==> src/rtl/packet_merge_arbiter.sv <==
// Merges CHANNEL_NUMBER AXI-Stream inputs into one registered output. Round-robin
// arbitration happens at packet granularity: a grant lasts from the header beat to TLAST.
module packet_merge_arbiter #(
  parameter int DATA_WIDTH           = 32,
  parameter int ID_WIDTH             = 4,
  parameter int DEST_WIDTH           = 4,
  parameter int USER_WIDTH           = 4,
  parameter int CHANNEL_NUMBER       = 5,
  parameter int CHANNEL_NUMBER_WIDTH = $clog2(CHANNEL_NUMBER),
  parameter logic [ID_WIDTH-1:0] ROUTING_HEADER = '0
) (
  input  logic                                 clk,
  input  logic                                 rst,
  input  logic [CHANNEL_NUMBER*DATA_WIDTH-1:0] i_in_tdata,
  input  logic [CHANNEL_NUMBER*ID_WIDTH-1:0]   i_in_tid,
  input  logic [CHANNEL_NUMBER*DEST_WIDTH-1:0] i_in_tdest,
  input  logic [CHANNEL_NUMBER*USER_WIDTH-1:0] i_in_tuser,
  input  logic [CHANNEL_NUMBER-1:0]            i_in_tlast,
  input  logic [CHANNEL_NUMBER-1:0]            i_in_valid,
  output logic [CHANNEL_NUMBER-1:0]            o_in_ready,
  output logic [DATA_WIDTH-1:0]                o_out_tdata,
  output logic [ID_WIDTH-1:0]                  o_out_tid,
  output logic [DEST_WIDTH-1:0]                o_out_tdest,
  output logic [USER_WIDTH-1:0]                o_out_tuser,
  output logic                                 o_out_tlast,
  output logic                                 o_out_valid,
  input  logic                                 i_out_ready,
  output logic                                 o_busy,
  output logic [CHANNEL_NUMBER_WIDTH-1:0]      o_grant_idx,
  output logic                                 o_state,
  output logic [CHANNEL_NUMBER_WIDTH-1:0]      o_rr_ptr
);

  localparam int CW = CHANNEL_NUMBER_WIDTH;

  // Handshake: a beat moves on input i in any cycle where i_in_valid[i] && o_in_ready[i];
  // the output beat moves when o_out_valid && i_out_ready. Valid never waits on ready.
  typedef enum logic {S_IDLE = 1'b0, S_LOCKED = 1'b1} state_t;

  state_t                  r_state;
  state_t                  w_state_nxt;
  logic [CW-1:0]           r_rr_ptr;
  logic [CW-1:0]           r_grant_idx;
  logic                    r_out_valid;
  logic [DATA_WIDTH-1:0]   r_out_tdata;
  logic [ID_WIDTH-1:0]     r_out_tid;
  logic [DEST_WIDTH-1:0]   r_out_tdest;
  logic [USER_WIDTH-1:0]   r_out_tuser;
  logic                    r_out_tlast;

  logic                      w_slot_free;
  logic [CHANNEL_NUMBER-1:0] w_cand;
  logic                      w_win_found;
  logic [CW-1:0]             w_winner;
  logic [CW-1:0]             w_sel;
  logic [CHANNEL_NUMBER-1:0] w_ready;
  logic                      w_accept;
  logic [DATA_WIDTH-1:0]     w_sel_tdata;
  logic [ID_WIDTH-1:0]       w_sel_tid;
  logic [DEST_WIDTH-1:0]     w_sel_tdest;
  logic [USER_WIDTH-1:0]     w_sel_tuser;
  logic                      w_sel_tlast;

  assign w_slot_free = !r_out_valid || i_out_ready;

  always_comb begin
    w_cand = '0;
    for (int i = 0; i < CHANNEL_NUMBER; i++) begin
      w_cand[i] = i_in_valid[i] && (i_in_tid[i*ID_WIDTH +: ID_WIDTH] == ROUTING_HEADER);
    end
  end

  // Walk from farthest to nearest so the candidate closest after rr_ptr is written last.
  always_comb begin
    w_win_found = 1'b0;
    w_winner    = '0;
    for (int k = CHANNEL_NUMBER; k >= 1; k--) begin
      if (w_cand[(int'(r_rr_ptr) + k) % CHANNEL_NUMBER]) begin
        w_win_found = 1'b1;
        w_winner    = CW'((int'(r_rr_ptr) + k) % CHANNEL_NUMBER);
      end
    end
  end

  always_comb begin
    w_sel   = r_grant_idx;
    w_ready = '0;
    case (r_state)
      S_IDLE: begin
        if (w_win_found) begin
          w_sel             = w_winner;
          w_ready[w_winner] = w_slot_free;
        end
      end
      S_LOCKED: w_ready[r_grant_idx] = w_slot_free;
      default: ;
    endcase
  end

  assign w_accept    = |(w_ready & i_in_valid);
  assign w_sel_tdata = i_in_tdata[int'(w_sel)*DATA_WIDTH +: DATA_WIDTH];
  assign w_sel_tid   = i_in_tid[int'(w_sel)*ID_WIDTH +: ID_WIDTH];
  assign w_sel_tdest = i_in_tdest[int'(w_sel)*DEST_WIDTH +: DEST_WIDTH];
  assign w_sel_tuser = i_in_tuser[int'(w_sel)*USER_WIDTH +: USER_WIDTH];
  assign w_sel_tlast = i_in_tlast[w_sel];

  always_comb begin
    w_state_nxt = r_state;
    if (w_accept) begin
      if (r_state == S_IDLE && !w_sel_tlast) begin
        w_state_nxt = S_LOCKED;
      end else if (r_state == S_LOCKED && w_sel_tlast) begin
        w_state_nxt = S_IDLE;
      end
    end
  end

  always_ff @(posedge clk or posedge rst) begin
    if (rst) begin
      r_state     <= S_IDLE;
      r_rr_ptr    <= CW'(CHANNEL_NUMBER - 1);
      r_grant_idx <= '0;
      r_out_valid <= 1'b0;
      r_out_tdata <= '0;
      r_out_tid   <= '0;
      r_out_tdest <= '0;
      r_out_tuser <= '0;
      r_out_tlast <= 1'b0;
    end else begin
      r_state <= w_state_nxt;
      if (w_accept) begin
        r_out_valid <= 1'b1;
        r_out_tdata <= w_sel_tdata;
        r_out_tid   <= w_sel_tid;
        r_out_tdest <= w_sel_tdest;
        r_out_tuser <= w_sel_tuser;
        r_out_tlast <= w_sel_tlast;
        if (r_state == S_IDLE) begin
          r_grant_idx <= w_sel;
          if (w_sel_tlast) r_rr_ptr <= w_sel;
        end else if (w_sel_tlast) begin
          r_rr_ptr <= r_grant_idx;
        end
      end else if (i_out_ready) begin
        r_out_valid <= 1'b0;
      end
    end
  end

  assign o_in_ready  = w_ready;
  assign o_out_tdata = r_out_tdata;
  assign o_out_tid   = r_out_tid;
  assign o_out_tdest = r_out_tdest;
  assign o_out_tuser = r_out_tuser;
  assign o_out_tlast = r_out_tlast;
  assign o_out_valid = r_out_valid;
  assign o_busy      = (r_state == S_LOCKED);
  assign o_grant_idx = r_grant_idx;
  assign o_state     = r_state;
  assign o_rr_ptr    = r_rr_ptr;

endmodule

==> config.mk <==
export PLATFORM = sky130hd
export DESIGN_NAME = packet_merge_arbiter
export DESIGN_NICKNAME = d
export VERILOG_FILES = /design/src/rtl/packet_merge_arbiter.sv
export SDC_FILE = /design/constraint.sdc
export NUM_CORES = 1
export LEC_CHECK = 0
export BUFFER_PORTS_ARGS = -buffer_cell sky130_fd_sc_hd__buf_2
export CAP_MARGIN = 30
export CORE_UTILIZATION = 30
export DETAILED_ROUTE_END_ITERATION = 8
export PLACE_DENSITY_LB_ADDON = 0.08
export REMOVE_ABC_BUFFERS = 1
export SYNTH_ARGS = -nofsm -noshare
export SYNTH_HDL_FRONTEND = slang
export SYNTH_SLANG_ARGS = --single-unit
==> constraint.sdc <==
create_clock -name clk -period 11.8 [get_ports clk]
set_input_delay 3.54 -clock clk [delete_from_list [all_inputs] [get_ports clk]]
set_output_delay 3.54 -clock clk [all_outputs]
set_load 0.1 [all_outputs]
# Word level (Yosys, flattened, before mapping)
# Index checks and enable logic that the tools add are counted.
[word_totals]
input_bits = 233
out_inout_bits = 59
wordCells = 102
mem_count = 0
romBits = 0
reg_bits = 53
latchBits = 0
ram_bits = 0
[classes]
reduce_logical = 23
addsub = 5
eq_ne = 0
multipliers = 0
muxes = 42
n_lt_le_gt_ge = 10
bitwise_logic = 4
n_shift = 4
div = 5
[ops]
columns = ["operator", "n"]
rows = [
  ["$lt 32x5->1 const B", 5],
  ["$mod 32x4->32 const B", 5],
  ["$shiftx 160x9->32", 1],
  ["$shiftx 20x6->4", 3],
  ["$mux 3", 10],
  ["$mux 1", 22],
  ["$logic_not 4->1", 5],
  ["$bmux 1 s3", 6],
  ["$and 5x5->5", 3],
  ["$lt 3x4->1 const B", 3],
  ["$pmux 5 s2", 1],
  ["$logic_and 1x1->1", 9],
  ["$add 3x2->4 const B", 2],
  ["$add 3x3->4 const B", 2],
  ["$demux 1 s3", 2],
  ["$ge 3x1->1 const B", 2],
  ["$reduce_and 2->1", 3],
  ["$mux 5", 1],
  ["$reduce_or 5->1", 1],
  ["$add 3x1->4 const B", 1],
  ["$reduce_bool 2->1", 2],
  ["$logic_not 1->1", 2],
  ["$logic_or 1x1->1", 1],
  ["$not 1->1", 1],
]

# Depth between registers and ports, before layout
# Gate-level depths: netlist of run 1.
[logic_depth]
word_depth = 20
mapped_depth = 28
mapped_depth_nobuf = 23

# Least setup slack after synthesis of run 1
# Ideal clock, no wire load.
[synth_timing]
path_kind = "input to output"
start = "input i_in_tid[4]"
end = "output o_in_ready[2]"
t_required_ns = 8.260
path_slack_ns = 0.355
path_buffers = 1
path_stages = 11
arrival_ns = 7.905
cell_sequence = "or4b_1 > nor2_1 > mux4_2 > mux2i_1 > o21ai_0 > nor4_4 > a31o_2 > buf_6 > nor2_1 > nand2_1 > o21ai_0"
[synth_via]
elab_chain_cells = 17
word_cells_on_any_way = 35
cone_classes = "order compare: 2; mux: 29; bitwise: 1; reduce/logical: 3"
[synth_rtl]
columns = ["item", "line", "rtl"]
rows = [
  ["from (decl)", "15", "input logic [CHANNEL_NUMBER*ID_WIDTH-1:0] i_in_tid,"],
  ["$logic_not 4->1 *", "69", "w_cand[i] = i_in_valid[i] && (i_in_tid[i*ID_WIDTH +: ID_WIDTH] == ROUTING_HEADER);"],
  ["$logic_and 1x1->1 *", "69", ""],
  ["$bmux 1 s3", "78", "if (w_cand[(int'(r_rr_ptr) + k) % CHANNEL_NUMBER]) begin"],
  ["$mux 1 (not written as such) (2 in series)", "78", ""],
  ["$mux 3 (5 in series)", "78", ""],
  ["$lt 3x4->1 (not written as such) / $ge 3x1->1 (equally long branches)", "92", "w_ready[w_winner] = w_slot_free;"],
  ["$logic_and 1x1->1 (not written as such)", "92", ""],
  ["$mux 1 (not written as such)", "92", ""],
  ["$demux 1 s3", "92", ""],
  ["$and 5x5->5 (no line)", "n/a", ""],
  ["$mux 5 *", "90", "if (w_win_found) begin"],
  ["$pmux 5 s2 *", "88", "case (r_state)"],
  ["to (decl)", "20", "output logic [CHANNEL_NUMBER-1:0] o_in_ready,"],
]
# Every way passes the cells marked *; elsewhere a longest branch is shown, timed or not. The select of a mux whose other input is x is not followed.

# Worst setup path after layout of run 1
[layout_timing]
start = "input i_in_tid[12]"
end = "output o_in_ready[1]"
# Same word-level chain as after synthesis.

==> metrics.txt, run 1 <==
# TYPE chip_impl_metric gauge
chip_impl_metric{name="synthAdderAreaFrac",unit=""} 0.0519
chip_impl_metric{name="wl_per_cell",unit="µm"} 20.1
chip_impl_metric{name="period_share",unit=""} 0.935
chip_impl_metric{name="critPathArrivalTime",unit="ns"} 7.49
chip_impl_metric{name="cts_inserted_buffers",unit=""} 5
chip_impl_info{name="worstSetupEndpointType",value="primary output"} 1
chip_impl_info{name="startpoint",value="i_in_tid[12]"} 1
chip_impl_metric{name="drive_gt1_frac",unit=""} 0.409
chip_impl_metric{name="worst_clock_skew",unit="ns"} 0.00866
chip_impl_metric{name="dr.first_iter.drc_count",unit=""} 357
chip_impl_info{name="rr_startpoint",value="o_rr_ptr[1]"} 1
chip_impl_metric{name="track_usage",unit=""} 0.217
chip_impl_metric{name="floorplan.initialDensity",unit=""} 0.308
chip_impl_info{name="criticalPathCategory",value="in -> out"} 1
chip_impl_metric{name="maxSlewViolCount",unit=""} 0
chip_impl_metric{name="number_of_buffers_on_the_longest_clock_path",unit=""} 2
chip_impl_metric{name="timing.reg2reg.setup_slack",unit="ns"} 4.60
chip_impl_metric{name="remaining_antenna_violation_count",unit=""} 0
chip_impl_info{name="layout.cells.most_common_list",value="291 x sky130_fd_sc_hd__buf_2, 102 x sky130_fd_sc_hd__mux2i_1, 52 x sky130_fd_sc_hd__dfrtp_1, 47 x sky130_fd_sc_hd__o221ai_1, 46 x sky130_fd_sc_hd__nand4_1"} 1
chip_impl_metric{name="boundaryPins",unit=""} 292
chip_impl_info{name="synth_top_family_by_area",value="multiplexers"} 1
chip_impl_metric{name="synth_simple_gate_area_share",unit=""} 0.175
chip_impl_info{name="worstSetupStartpointType",value="input port"} 1
chip_impl_metric{name="row_count",unit=""} 53
chip_impl_metric{name="crit_fanout",unit=""} 8
chip_impl_metric{name="fp.dieArea",unit="mm²"} 0.0223
chip_impl_info{name="outcome",value="complete, no violations"} 1
chip_impl_metric{name="h-tree-depth",unit=""} 2
chip_impl_metric{name="detailroute.via_count",unit=""} 6803
chip_impl_metric{name="sequential_standard_cell_area",unit="mm²"} 0.00133
chip_impl_metric{name="synth_compound_area_frac",unit=""} 0.222
chip_impl_metric{name="syn_area_per_cell",unit="µm²"} 9.20
chip_impl_metric{name="maxCapViolations",unit=""} 0
chip_impl_metric{name="route.detailed.vias_per_inst",unit=""} 5.50
chip_impl_metric{name="gpl.final_weighted_congestion",unit=""} 0.861
chip_impl_metric{name="filler_cell_count",unit=""} 2187
chip_impl_metric{name="relSlewSlack",unit=""} 0.381
chip_impl_metric{name="detail_route.drc_violations",unit=""} 0
chip_impl_metric{name="cp_data_required_time",unit="ns"} 8.26
chip_impl_metric{name="place_hpwl",unit="µm"} 19100
chip_impl_info{name="mostFrequentLayoutCell",value="sky130_fd_sc_hd__buf_2"} 1
chip_impl_info{name="cts_tree",value="done"} 1
chip_impl_metric{name="cts.sink_count",unit=""} 53
chip_impl_metric{name="flow.area_growth_from_synthesis",unit="%"} 27.4
chip_impl_metric{name="postCtsResizedCells",unit=""} 0
chip_impl_info{name="worst_r2r_endpoint",value="o_busy"} 1
chip_impl_metric{name="post_layout_nonfiller_instances",unit=""} 1238
chip_impl_metric{name="numPortBuffers",unit=""} 291
chip_impl_metric{name="yosys_warnings",unit=""} 0
chip_impl_metric{name="vias_in_the_first_global_route",unit=""} 6517
chip_impl_info{name="ys_dominant_reg_cell",value="sky130_fd_sc_hd__dfrtp_1"} 1
chip_impl_metric{name="synth_xor_area_frac",unit=""} 0.0183
chip_impl_metric{name="grt_antenna_before_repair",unit=""} 1
chip_impl_info{name="hold_path_class",value="reg -> reg"} 1
chip_impl_metric{name="pin_count_of_the_biggest_net_entering_global_routing",unit=""} 135
chip_impl_metric{name="post_synthesis_cell_area",unit="mm²"} 0.00650
chip_impl_metric{name="setup_buffers_after_cts",unit=""} 0
chip_impl_metric{name="multi_input_area",unit="mm²"} 0.00478
chip_impl_metric{name="syn_inst",unit=""} 707
chip_impl_metric{name="clock_latency_reported_for_the_late_side_of_the_worst_skew_pair",unit="ns"} 0.31
chip_impl_metric{name="floorplan.core_area",unit="mm²"} 0.0212
chip_impl_info{name="critPathCapture",value="o_in_ready[1]"} 1
chip_impl_metric{name="final_net_count",unit=""} 1221
chip_impl_metric{name="die-width",unit="µm"} 149
chip_impl_metric{name="netlist-cell-type-count",unit=""} 88
chip_impl_metric{name="post-place-cells",unit=""} 1229
chip_impl_metric{name="final_report_setup_violation_count",unit=""} 0
chip_impl_metric{name="worst_r2r_path_depth",unit=""} 22
chip_impl_info{name="grt_setup_unrepaired",value="no"} 1
chip_impl_metric{name="postSynth.asyncResetShare",unit=""} 1.00
chip_impl_metric{name="hold_violation_total_from_the_final_report",unit=""} 0
chip_impl_metric{name="postPlaceCellArea",unit="mm²"} 0.00814
chip_impl_metric{name="routed_wl",unit="µm"} 24800
chip_impl_metric{name="fin_tns_setup",unit="ns"} 0
chip_impl_metric{name="detailedRoute.firstPassIterationCount",unit=""} 5
chip_impl_metric{name="grt_pass1_wl",unit="µm"} 37200
chip_impl_metric{name="synth_edf_count",unit=""} 0
chip_impl_metric{name="ys_seq_elements",unit=""} 53
chip_impl_metric{name="cts_clock_pin_slew_for_the_worst_setup_and_hold_paths",unit="ns"} 0.07
chip_impl_metric{name="worst-slew-pin-transition",unit="ns"} 0.923
chip_impl_metric{name="holdBufCountCts",unit=""} 0
chip_impl_metric{name="synth-seq-area-share",unit=""} 0.204
chip_impl_metric{name="fin_crit",unit="ns"} 11.03
chip_impl_info{name="cts_root_buffer",value="sky130_fd_sc_hd__clkbuf_16"} 1
chip_impl_metric{name="layout.cell_area.non_filler",unit="mm²"} 0.00829
chip_impl_metric{name="max_clock_freq",unit="MHz"} 90.6
chip_impl_metric{name="post_synth_mux_area_share",unit=""} 0.264
chip_impl_metric{name="globalRouteOverflowTotal",unit=""} 0
chip_impl_metric{name="dieHeight",unit="µm"} 149
sequential cells by signal, indices dropped and copies added, names as in the netlist:
register	count
o_busy	1
o_grant_idx	3
o_out_tdata	32
o_out_tdest	4
o_out_tid	4
o_out_tlast	1
o_out_tuser	4
o_out_valid	1
o_rr_ptr	3
worst max-delay path, cell delays in order:
cell                       delay (ns)
sky130_fd_sc_hd__buf_2           0.11
sky130_fd_sc_hd__nor4_2          0.59
sky130_fd_sc_hd__nand2_1         0.34
sky130_fd_sc_hd__mux2i_1         0.31
sky130_fd_sc_hd__a211oi_1        0.16
sky130_fd_sc_hd__o32ai_2         0.46
sky130_fd_sc_hd__o211ai_1        0.19
sky130_fd_sc_hd__a311o_1         0.43
sky130_fd_sc_hd__o21ai_0         0.28
sky130_fd_sc_hd__nand2_1         0.16
sky130_fd_sc_hd__or3_1           0.33
sky130_fd_sc_hd__a21oi_1         0.14
sky130_fd_sc_hd__buf_2           0.44
cell type report:
cell class / count / share of cell area
tap: 275 / 0.0415
inverter: 26 / 0.0118
clock inverter: 3 / 0.00272
sequential: 53 / 0.160
multi-input combinational: 569 / 0.576
antenna: 1 / 0.000302
timing repair buffer: 306 / 0.192
clock buffer: 5 / 0.0151
synth_stat cells (all sizes together), types with 6 or more instances:
cell / number / share of area
inv: 25 / 0.014
nor2: 21 / 0.012
nand3: 13 / 0.011
nor2b: 8 / 0.0077
a2111oi: 7 / 0.0096
xnor2: 6 / 0.0092
mux2: 46 / 0.091
clkbuf: 24 / 0.014
and2: 10 / 0.0096
dfrtp: 52 / 0.20
or2: 6 / 0.0058
mux2i: 103 / 0.16
buf: 35 / 0.036
o221ai: 48 / 0.067
ha: 27 / 0.052
nand4: 46 / 0.044
o211ai: 11 / 0.013
a211oi: 8 / 0.0092
a22oi: 9 / 0.012
nand2b: 10 / 0.0096
o21ai: 19 / 0.015
nor4: 8 / 0.011
nor3: 8 / 0.0062
nand2: 36 / 0.021
a21oi: 26 / 0.020
how the worst min path moves through the flow:
stage	startpoint	end	slack, ns	cells past startpoint
after floorplan	o_rr_ptr[2]	o_rr_ptr[2]	0.87	1
after global placement	o_out_tdest[2]	o_out_tdest[2]	0.49	1
after global routing	o_out_tdest[2]	o_out_tdest[2]	0.52	1
after CTS	o_out_tdest[2]	o_out_tdest[2]	0.51	1
after detailed placement	o_out_tdata[11]	o_out_tdata[11]	0.49	1
final	o_out_tdata[30]	o_out_tdata[30]	0.50	1
kinds of logic after synthesis:
logic type | after synthesis
AO/OA/AOI/OAI | 186
AND/OR/NAND/NOR | 194
adder cells (fa/ha/maj) | 27
multiplexers | 153
buffers and inverters | 85
flip-flops | 53
XOR/XNOR | 9
per-layer routing:
layer  wire (µm)  up-vias  share of wire  global-route usage
li1            -     3312              -                   -
met1       11100     3229           0.44               0.296
met2       12100      241           0.49               0.361
met3        1310       21          0.053              0.0284
met4         332        0          0.013              0.0505
met5           0        -              0                   0
per-stage QoR:
step	hold slack (ns)	utilization	setup WS [ns]
final	0.504	0.392	0.767
after floorplan	0.869	-	-3.30
after detailed placement	0.488	0.385	0.832
after global routing	0.520	0.392	0.418
after global placement	0.485	0.384	0.878
after CTS	0.510	0.392	0.770
Power of run 1 is left out: the tool's default activity adds up to more than one toggle a clock period on the data nets, which glitch-free logic cannot reach.
==> inputs of run 2 (changes only) <==
--- a/config.mk
+++ b/config.mk
@@ -8,6 +8,7 @@
 export BUFFER_PORTS_ARGS = -buffer_cell sky130_fd_sc_hd__buf_2
 export CAP_MARGIN = 30
 export CORE_UTILIZATION = 30
+export CTS_BUF_LIST = sky130_fd_sc_hd__clkbuf_2 sky130_fd_sc_hd__clkbuf_4 sky130_fd_sc_hd__clkbuf_8
 export DETAILED_ROUTE_END_ITERATION = 8
 export PLACE_DENSITY_LB_ADDON = 0.08
 export REMOVE_ABC_BUFFERS = 1
==> metrics.txt, run 2 (synthesized netlist as in run 1, its figures left out) <==
# TYPE chip_impl_metric gauge
chip_impl_metric{name="place_hpwl",unit="µm"} 19100
chip_impl_metric{name="clock_latency_reported_for_the_late_side_of_the_worst_skew_pair",unit="ns"} 0.33
chip_impl_info{name="cells_traversed_along_the_worst_timing_path",value="buf_2, nor4_2, nand2_1, mux2i_1, a211oi_1, o32ai_2, o211ai_1, a311o_1, o21ai_0, nand2_1, or3_1, a21oi_1, buf_2"} 1
chip_impl_metric{name="vias_in_the_first_global_route",unit=""} 6512
chip_impl_info{name="cts_tree",value="done"} 1
chip_impl_metric{name="cts_clock_pin_slew_for_the_worst_setup_and_hold_paths",unit="ns"} 0.10
chip_impl_info{name="hold_path_class",value="reg -> reg"} 1
chip_impl_info{name="worstSetupStartpointType",value="input port"} 1
chip_impl_metric{name="floorplan.initialDensity",unit=""} 0.308
chip_impl_info{name="mostFrequentLayoutCell",value="sky130_fd_sc_hd__buf_2"} 1
chip_impl_metric{name="post-place-cells",unit=""} 1229
chip_impl_metric{name="remaining_antenna_violation_count",unit=""} 0
chip_impl_metric{name="hold_violation_total_from_the_final_report",unit=""} 0
chip_impl_metric{name="period_share",unit=""} 0.933
chip_impl_metric{name="met3_usage",unit=""} 0.0294
chip_impl_metric{name="globalRouteOverflowTotal",unit=""} 0
chip_impl_metric{name="grt_antenna_before_repair",unit=""} 1
chip_impl_metric{name="die-width",unit="µm"} 149
chip_impl_metric{name="maxCapViolations",unit=""} 0
chip_impl_info{name="worst_r2r_endpoint",value="o_busy"} 1
chip_impl_metric{name="worst_clock_skew",unit="ns"} 0.0116
chip_impl_metric{name="crit_path_max_incr_delay",unit="ns"} 0.59
chip_impl_metric{name="flow.area_growth_from_synthesis",unit="%"} 26.6
chip_impl_metric{name="detail_route.drc_violations",unit=""} 0
chip_impl_metric{name="relSlewSlack",unit=""} 0.363
chip_impl_info{name="timing.critical_path.slowest_stage_cell",value="sky130_fd_sc_hd__nor4_2"} 1
chip_impl_metric{name="gr-usage-met2",unit=""} 0.361
chip_impl_metric{name="cts_inserted_buffers",unit=""} 5
chip_impl_metric{name="fin_crit",unit="ns"} 11.01
chip_impl_metric{name="cts.sink_count",unit=""} 53
chip_impl_metric{name="drive_gt1_frac",unit=""} 0.409
chip_impl_metric{name="track_usage",unit=""} 0.217
chip_impl_metric{name="number_of_buffers_on_the_longest_clock_path",unit=""} 2
chip_impl_metric{name="postCtsResizedCells",unit=""} 0
chip_impl_metric{name="worst-slew-pin-transition",unit="ns"} 0.950
chip_impl_metric{name="fp.dieArea",unit="mm²"} 0.0223
chip_impl_info{name="cts_root_buffer",value="sky130_fd_sc_hd__clkbuf_8"} 1
chip_impl_info{name="cp_top_family",value="compound AO/OA/AOI/OAI gates"} 1
chip_impl_metric{name="h-tree-depth",unit=""} 2
chip_impl_metric{name="worst_r2r_path_depth",unit=""} 22
chip_impl_metric{name="final_report_setup_violation_count",unit=""} 0
chip_impl_metric{name="filler_cell_count",unit=""} 2195
chip_impl_metric{name="pin_count_of_the_biggest_net_entering_global_routing",unit=""} 135
chip_impl_metric{name="routed_wl",unit="µm"} 24800
chip_impl_metric{name="timing.reg2reg.setup_slack",unit="ns"} 4.61
chip_impl_metric{name="final_net_count",unit=""} 1221
chip_impl_metric{name="gr-usage-met1",unit=""} 0.296
chip_impl_metric{name="detailedRoute.firstPassIterationCount",unit=""} 5
chip_impl_metric{name="timing.critical_path.buf_inv",unit=""} 2
chip_impl_metric{name="crit_fanout",unit=""} 8
chip_impl_metric{name="dieHeight",unit="µm"} 149
chip_impl_metric{name="gpl.final_weighted_congestion",unit=""} 0.861
chip_impl_metric{name="finalWorstSetupSlack",unit="ns"} 0.793
chip_impl_metric{name="cp_data_required_time",unit="ns"} 8.26
chip_impl_metric{name="boundaryPins",unit=""} 292
chip_impl_metric{name="detailroute.via_count",unit=""} 6788
chip_impl_metric{name="route.detailed.vias_per_inst",unit=""} 5.48
chip_impl_metric{name="grt_pass1_wl",unit="µm"} 37200
chip_impl_metric{name="numPortBuffers",unit=""} 291
chip_impl_info{name="busiest_layer",value="met2"} 1
chip_impl_info{name="critPathCapture",value="o_in_ready[1]"} 1
chip_impl_metric{name="dr.first_iter.drc_count",unit=""} 324
chip_impl_metric{name="floorplan.core_area",unit="mm²"} 0.0212
chip_impl_info{name="grt_setup_unrepaired",value="no"} 1
chip_impl_metric{name="largest_register_ffs",unit=""} 32
chip_impl_metric{name="row_count",unit=""} 53
chip_impl_metric{name="wl_per_cell",unit="µm"} 20.1
chip_impl_info{name="outcome",value="complete, no violations"} 1
chip_impl_metric{name="critPathArrivalTime",unit="ns"} 7.47
chip_impl_info{name="layout.cells.most_common_list",value="291 x sky130_fd_sc_hd__buf_2, 102 x sky130_fd_sc_hd__mux2i_1, 52 x sky130_fd_sc_hd__dfrtp_1, 47 x sky130_fd_sc_hd__o221ai_1, 46 x sky130_fd_sc_hd__nand4_1"} 1
chip_impl_info{name="rr_startpoint",value="o_rr_ptr[1]"} 1
chip_impl_metric{name="holdBufCountCts",unit=""} 0
chip_impl_info{name="startpoint",value="i_in_tid[12]"} 1
chip_impl_metric{name="post_layout_nonfiller_instances",unit=""} 1238
chip_impl_metric{name="detailedPlace.worstSlack",unit="ns"} 0.832
chip_impl_metric{name="maxSlewViolCount",unit=""} 0
chip_impl_metric{name="max_clock_freq",unit="MHz"} 90.9
chip_impl_info{name="worstSetupEndpointType",value="primary output"} 1
chip_impl_info{name="criticalPathCategory",value="in -> out"} 1
chip_impl_metric{name="worst-path-stages",unit=""} 13
chip_impl_metric{name="setup_buffers_after_cts",unit=""} 0
run 2: worst min-delay path by stage:
stage / start / end / slack [ns] / cells past startpoint
CTS: o_out_tdest[2] / o_out_tdest[2] / 0.52 / 1
detailed placement: o_out_tdata[11] / o_out_tdata[11] / 0.49 / 1
global placement: o_out_tdest[2] / o_out_tdest[2] / 0.49 / 1
global route: o_out_tdest[2] / o_out_tdest[2] / 0.53 / 1
floorplan: o_rr_ptr[2] / o_rr_ptr[2] / 0.87 / 1
finish: o_out_tdata[30] / o_out_tdata[30] / 0.51 / 1
run 2: routing by layer:
| layer | wire length [µm] | part of all wire | vias up |
|---|---|---|---|
| li1 | - | - | 3317 |
| met1 | 11100 | 0.45 | 3222 |
| met2 | 12100 | 0.49 | 231 |
| met3 | 1260 | 0.051 | 18 |
| met4 | 317 | 0.013 | 0 |
| met5 | 0 | 0 | - |
run 2: layout make-up:
cell class,count,area [µm²],share of cell area
Inverter,26,97.6,0.0119
Timing Repair Buffer,306,1590,0.194
Clock inverter,3,22.5,0.00274
Clock buffer,5,68.8,0.00836
Sequential cell,53,1330,0.161
Multi-Input combinational cell,569,4780,0.580
Tap cell,275,344,0.0418
Antenna cell,1,2.50,0.000304
run 2: per-stage QoR:
stage / hold slack (ns) / utilization / setup TNS [ns] / cell area, µm²
2_1_floorplan: 0.869 / - / -123.48 / 6180
3_3_place_gp: 0.485 / 0.384 / 0 / 8120
3_5_place_dp: 0.488 / 0.385 / 0 / 8140
4_1_cts: 0.518 / 0.389 / 0 / 8230
5_1_grt: 0.528 / 0.389 / 0 / 8230
6_report: 0.511 / 0.389 / 0 / 8230
run 2: worst register-to-register path: stages (launching register included):
cell and delay (ns):
sky130_fd_sc_hd__dfrtp_1 0.37, sky130_fd_sc_hd__buf_4 0.19, sky130_fd_sc_hd__inv_1 0.26, sky130_fd_sc_hd__ha_1 0.50, sky130_fd_sc_hd__ha_1 0.37, sky130_fd_sc_hd__nor4b_1 0.63, sky130_fd_sc_hd__o31ai_1 0.24, sky130_fd_sc_hd__and2_1 0.26
sky130_fd_sc_hd__ha_1 0.23, sky130_fd_sc_hd__nor2b_1 0.16, sky130_fd_sc_hd__or2_2 0.30, sky130_fd_sc_hd__o221ai_4 0.24, sky130_fd_sc_hd__mux2i_1 0.40, sky130_fd_sc_hd__and3_4 0.25, sky130_fd_sc_hd__nor4_4 0.07, sky130_fd_sc_hd__a311o_2 0.46
sky130_fd_sc_hd__o21ai_4 0.16, sky130_fd_sc_hd__buf_12 0.53, sky130_fd_sc_hd__nand4_1 0.40, sky130_fd_sc_hd__nor3b_1 0.24, sky130_fd_sc_hd__ha_1 0.29, sky130_fd_sc_hd__a31oi_1 0.19, sky130_fd_sc_hd__mux2_2 0.36
Power of run 2 is left out for the same reason.
==> inputs of run 3 (changes only) <==
--- a/config.mk
+++ b/config.mk
@@ -5,6 +5,7 @@
 export SDC_FILE = /design/constraint.sdc
 export NUM_CORES = 1
 export LEC_CHECK = 0
+export ABC_AREA = 1
 export BUFFER_PORTS_ARGS = -buffer_cell sky130_fd_sc_hd__buf_2
 export CAP_MARGIN = 30
 export CORE_UTILIZATION = 30
==> metrics.txt, run 3 <==
# TYPE chip_impl_metric gauge
chip_impl_metric{name="filler_cell_count",unit=""} 2207
chip_impl_info{name="critPathCapture",value="o_in_ready[1]"} 1
chip_impl_metric{name="routed_wl",unit="µm"} 23100
chip_impl_metric{name="post_synthesis_cell_area",unit="mm²"} 0.00584
chip_impl_metric{name="ys_seq_elements",unit=""} 53
chip_impl_metric{name="detail_route.drc_violations",unit=""} 0
chip_impl_metric{name="syn_inst",unit=""} 1031
chip_impl_metric{name="netlist-cell-type-count",unit=""} 42
chip_impl_metric{name="die-width",unit="µm"} 142
chip_impl_metric{name="clock_latency_reported_for_the_late_side_of_the_worst_skew_pair",unit="ns"} 0.33
chip_impl_info{name="cts_tree",value="done"} 1
chip_impl_info{name="hold_path_class",value="reg -> reg"} 1
chip_impl_metric{name="numPortBuffers",unit=""} 291
chip_impl_metric{name="postSynth.asyncResetShare",unit=""} 1.00
chip_impl_metric{name="postCtsResizedCells",unit=""} 0
chip_impl_metric{name="period_share",unit=""} 0.847
chip_impl_info{name="synth_common_cells",value="532 x sky130_fd_sc_hd__nand2_1, 187 x sky130_fd_sc_hd__nand3_1, 56 x sky130_fd_sc_hd__inv_1, 52 x sky130_fd_sc_hd__dfrtp_1, 27 x sky130_fd_sc_hd__ha_1"} 1
chip_impl_metric{name="floorplan.core_area",unit="mm²"} 0.0189
chip_impl_metric{name="crit_fanout",unit=""} 5
chip_impl_info{name="worstSetupEndpointType",value="primary output"} 1
chip_impl_metric{name="cts_clock_pin_slew_for_the_worst_setup_and_hold_paths",unit="ns"} 0.10
chip_impl_metric{name="track_usage",unit=""} 0.228
chip_impl_metric{name="hold_depth",unit=""} 2
chip_impl_metric{name="place_hpwl",unit="µm"} 17400
chip_impl_info{name="yosys-top-cells-area",value="sky130_fd_sc_hd__nand2_1 34%, sky130_fd_sc_hd__dfrtp_1 22%, sky130_fd_sc_hd__nand3_1 16%"} 1
chip_impl_metric{name="hold_violation_total_from_the_final_report",unit=""} 0
chip_impl_info{name="yosysMostFrequentCell",value="sky130_fd_sc_hd__nand2_1"} 1
chip_impl_metric{name="synth-seq-area-share",unit=""} 0.227
chip_impl_metric{name="worst_r2r_path_depth",unit=""} 35
chip_impl_metric{name="maxCapViolations",unit=""} 0
chip_impl_info{name="outcome",value="complete, no violations"} 1
chip_impl_metric{name="worst_clock_skew",unit="ns"} 0.00918
chip_impl_info{name="layout.cells.most_common_list",value="532 x sky130_fd_sc_hd__nand2_1, 291 x sky130_fd_sc_hd__buf_2, 187 x sky130_fd_sc_hd__nand3_1, 55 x sky130_fd_sc_hd__inv_1, 52 x sky130_fd_sc_hd__dfrtp_1"} 1
chip_impl_metric{name="max_clock_freq",unit="MHz"} 100
chip_impl_info{name="cells_traversed_along_the_worst_timing_path",value="buf_2, nor2_1, nand2_1, nor3_1, nand3_1, nor3_2, inv_2, nand2_1, nand2_1, nand2_1, nand2_1, nand3_1, nand2_1, nand2_1, nand3_1, a21boi_0, buf_2"} 1
chip_impl_metric{name="grt_antenna_before_repair",unit=""} 1
chip_impl_metric{name="final_net_count",unit=""} 1547
chip_impl_info{name="startpoint",value="i_in_tid[19]"} 1
chip_impl_metric{name="vias_in_the_first_global_route",unit=""} 6806
chip_impl_metric{name="setup_buffers_after_cts",unit=""} 0
chip_impl_metric{name="final_report_setup_violation_count",unit=""} 0
chip_impl_metric{name="fin_tns_setup",unit="ns"} 0
chip_impl_metric{name="fin_crit",unit="ns"} 10.0
chip_impl_metric{name="dr.first_iter.drc_count",unit=""} 364
chip_impl_info{name="cp_top_family",value="simple AND/OR/NAND/NOR gates"} 1
chip_impl_metric{name="row_count",unit=""} 50
chip_impl_info{name="mostFrequentLayoutCell",value="sky130_fd_sc_hd__nand2_1"} 1
chip_impl_metric{name="synth_top_area_share",unit=""} 0.342
chip_impl_info{name="worstSetupStartpointType",value="input port"} 1
chip_impl_metric{name="detailedRoute.firstPassIterationCount",unit=""} 5
chip_impl_info{name="criticalPathCategory",value="in -> out"} 1
chip_impl_metric{name="timing.critical_path.buf_inv",unit=""} 3
chip_impl_info{name="timing.critical_path.mode_cell",value="sky130_fd_sc_hd__nand2_1"} 1
chip_impl_metric{name="holdBufCountCts",unit=""} 0
chip_impl_metric{name="crit_path_max_incr_delay",unit="ns"} 0.67
chip_impl_metric{name="flow.area_growth_from_synthesis",unit="%"} 29.3
chip_impl_metric{name="pin_count_of_the_biggest_net_entering_global_routing",unit=""} 91
chip_impl_info{name="timing.critical_path.slowest_stage_cell",value="sky130_fd_sc_hd__nor3_1"} 1
chip_impl_metric{name="route.detailed.vias_per_inst",unit=""} 4.69
chip_impl_metric{name="number_of_buffers_on_the_longest_clock_path",unit=""} 2
chip_impl_metric{name="gpl.final_weighted_congestion",unit=""} 0.869
chip_impl_metric{name="dieHeight",unit="µm"} 142
chip_impl_metric{name="cts.sink_count",unit=""} 53
chip_impl_metric{name="hold_ws",unit="ns"} 0.476
chip_impl_metric{name="syn_area_per_cell",unit="µm²"} 5.66
chip_impl_info{name="synth_largest_area_cell",value="sky130_fd_sc_hd__nand2_1"} 1
chip_impl_metric{name="cp_data_required_time",unit="ns"} 8.26
chip_impl_metric{name="synth_edf_count",unit=""} 0
chip_impl_metric{name="timing.reg2reg.setup_slack",unit="ns"} 4.75
chip_impl_metric{name="drive_gt1_frac",unit=""} 0.279
chip_impl_metric{name="critPathArrivalTime",unit="ns"} 6.46
chip_impl_metric{name="fp.dieArea",unit="mm²"} 0.0200
chip_impl_metric{name="remaining_antenna_violation_count",unit=""} 0
chip_impl_metric{name="relSlewSlack",unit=""} 0.372
chip_impl_info{name="rr_startpoint",value="o_rr_ptr[1]"} 1
chip_impl_metric{name="detailroute.via_count",unit=""} 7272
chip_impl_info{name="cts_root_buffer",value="sky130_fd_sc_hd__clkbuf_8"} 1
chip_impl_metric{name="grt_pass1_wl",unit="µm"} 35400
chip_impl_metric{name="maxSlewViolCount",unit=""} 0
chip_impl_metric{name="largest_register_ffs",unit=""} 32
chip_impl_info{name="ys_dominant_reg_cell",value="sky130_fd_sc_hd__dfrtp_1"} 1
chip_impl_metric{name="wl_per_cell",unit="µm"} 14.9
chip_impl_metric{name="worst-path-stages",unit=""} 17
chip_impl_info{name="grt_setup_unrepaired",value="no"} 1
chip_impl_info{name="worst_r2r_endpoint",value="o_busy"} 1
chip_impl_metric{name="floorplan.initialDensity",unit=""} 0.309
chip_impl_metric{name="globalRouteOverflowTotal",unit=""} 0
chip_impl_metric{name="h-tree-depth",unit=""} 2
chip_impl_metric{name="yosys_warnings",unit=""} 0
chip_impl_metric{name="boundaryPins",unit=""} 292
chip_impl_metric{name="cts_inserted_buffers",unit=""} 5
chip_impl_metric{name="worst-slew-pin-transition",unit="ns"} 0.942
-- run 3: cell count changes in the layout (fill, tap and decap cells not counted), moves of 11 or more --
| cell | change |
|---|---|
| sky130_fd_sc_hd__inv_2 | +11 |
| sky130_fd_sc_hd__nand2_1 | +497 |
| sky130_fd_sc_hd__inv_1 | +32 |
| sky130_fd_sc_hd__nand3_1 | +175 |
| sky130_fd_sc_hd__a21oi_1 | -22 |
| sky130_fd_sc_hd__nand2_2 | +11 |
| sky130_fd_sc_hd__nand4_1 | -37 |
| sky130_fd_sc_hd__mux2_4 | -20 |
| sky130_fd_sc_hd__mux2i_1 | -102 |
| sky130_fd_sc_hd__mux2_2 | -26 |
| sky130_fd_sc_hd__o221ai_1 | -47 |
-- run 3: how the worst min path moves through the flow --
| stage | from | end |
|---|---|---|
| 2_1_floorplan | o_rr_ptr[2] | o_rr_ptr[2] |
| 3_3_place_gp | o_out_tdata[25] | o_out_tdata[25] |
| 3_5_place_dp | o_out_tdata[20] | o_out_tdata[20] |
| 4_1_cts | o_out_tdata[20] | o_out_tdata[20] |
| 5_1_grt | o_out_tlast | o_out_tlast |
| 6_report | o_out_tuser[2] | o_out_tuser[2] |
-- run 3: cells by family (layout without fill, tap and decap cells) --
| family | count (synthesis) | in the layout | synth area share |
|---|---|---|---|
| flops | 53 | 53 | 0.227 |
| other cells | 0 | 2 | 0 |
| compound gates | 37 | 37 | 0.0399 |
| simple gates | 787 | 787 | 0.574 |
| xor+xnor | 6 | 6 | 0.00900 |
| fa+ha+maj | 27 | 27 | 0.0579 |
| buf+inv | 121 | 378 | 0.0919 |
-- run 3: per-layer routing --
metal,wire (µm),GRT usage,vias up
li1,-,-,3781
met1,10300,0.295,3198
met2,10900,0.388,260
met3,1340,0.0368,33
met4,570,0.0696,0
met5,0,0,-
-- run 3: final cells by class --
cell class	count	area, µm²	share of cell area
well taps	260	325	0.0431
diodes	2	5.00	0.000663
clock buffers	5	68.8	0.00912
inverters	71	272	0.0360
clock inverters	3	43.8	0.00580
flip-flops and latches	53	1330	0.176
multi-input cells	857	3990	0.529
repair buffers	299	1520	0.201
-- run 3: tightest hold or removal path, cell delays in order (launching register included) --
cell	delay (ns)
sky130_fd_sc_hd__dfrtp_1	0.35
sky130_fd_sc_hd__nand2_1	0.05
sky130_fd_sc_hd__nand2_1	0.04
-- run 3: per-stage QoR --
| stage | worst slack (ns) | utilization | area, µm² | cells |
|---|---|---|---|---|
| 3_5_place_dp | 1.82 | 0.393 | 7430 | 1540 |
| 5_1_grt | 1.50 | 0.399 | 7540 | 1549 |
| 2_1_floorplan | 1.13 | - | 5570 | 981 |
| 4_1_cts | 1.81 | 0.399 | 7540 | 1548 |
| 3_3_place_gp | 1.81 | 0.393 | 7430 | 1540 |
| 6_report | 1.80 | 0.399 | 7550 | 1550 |
Power of run 3 is left out for the same reason.
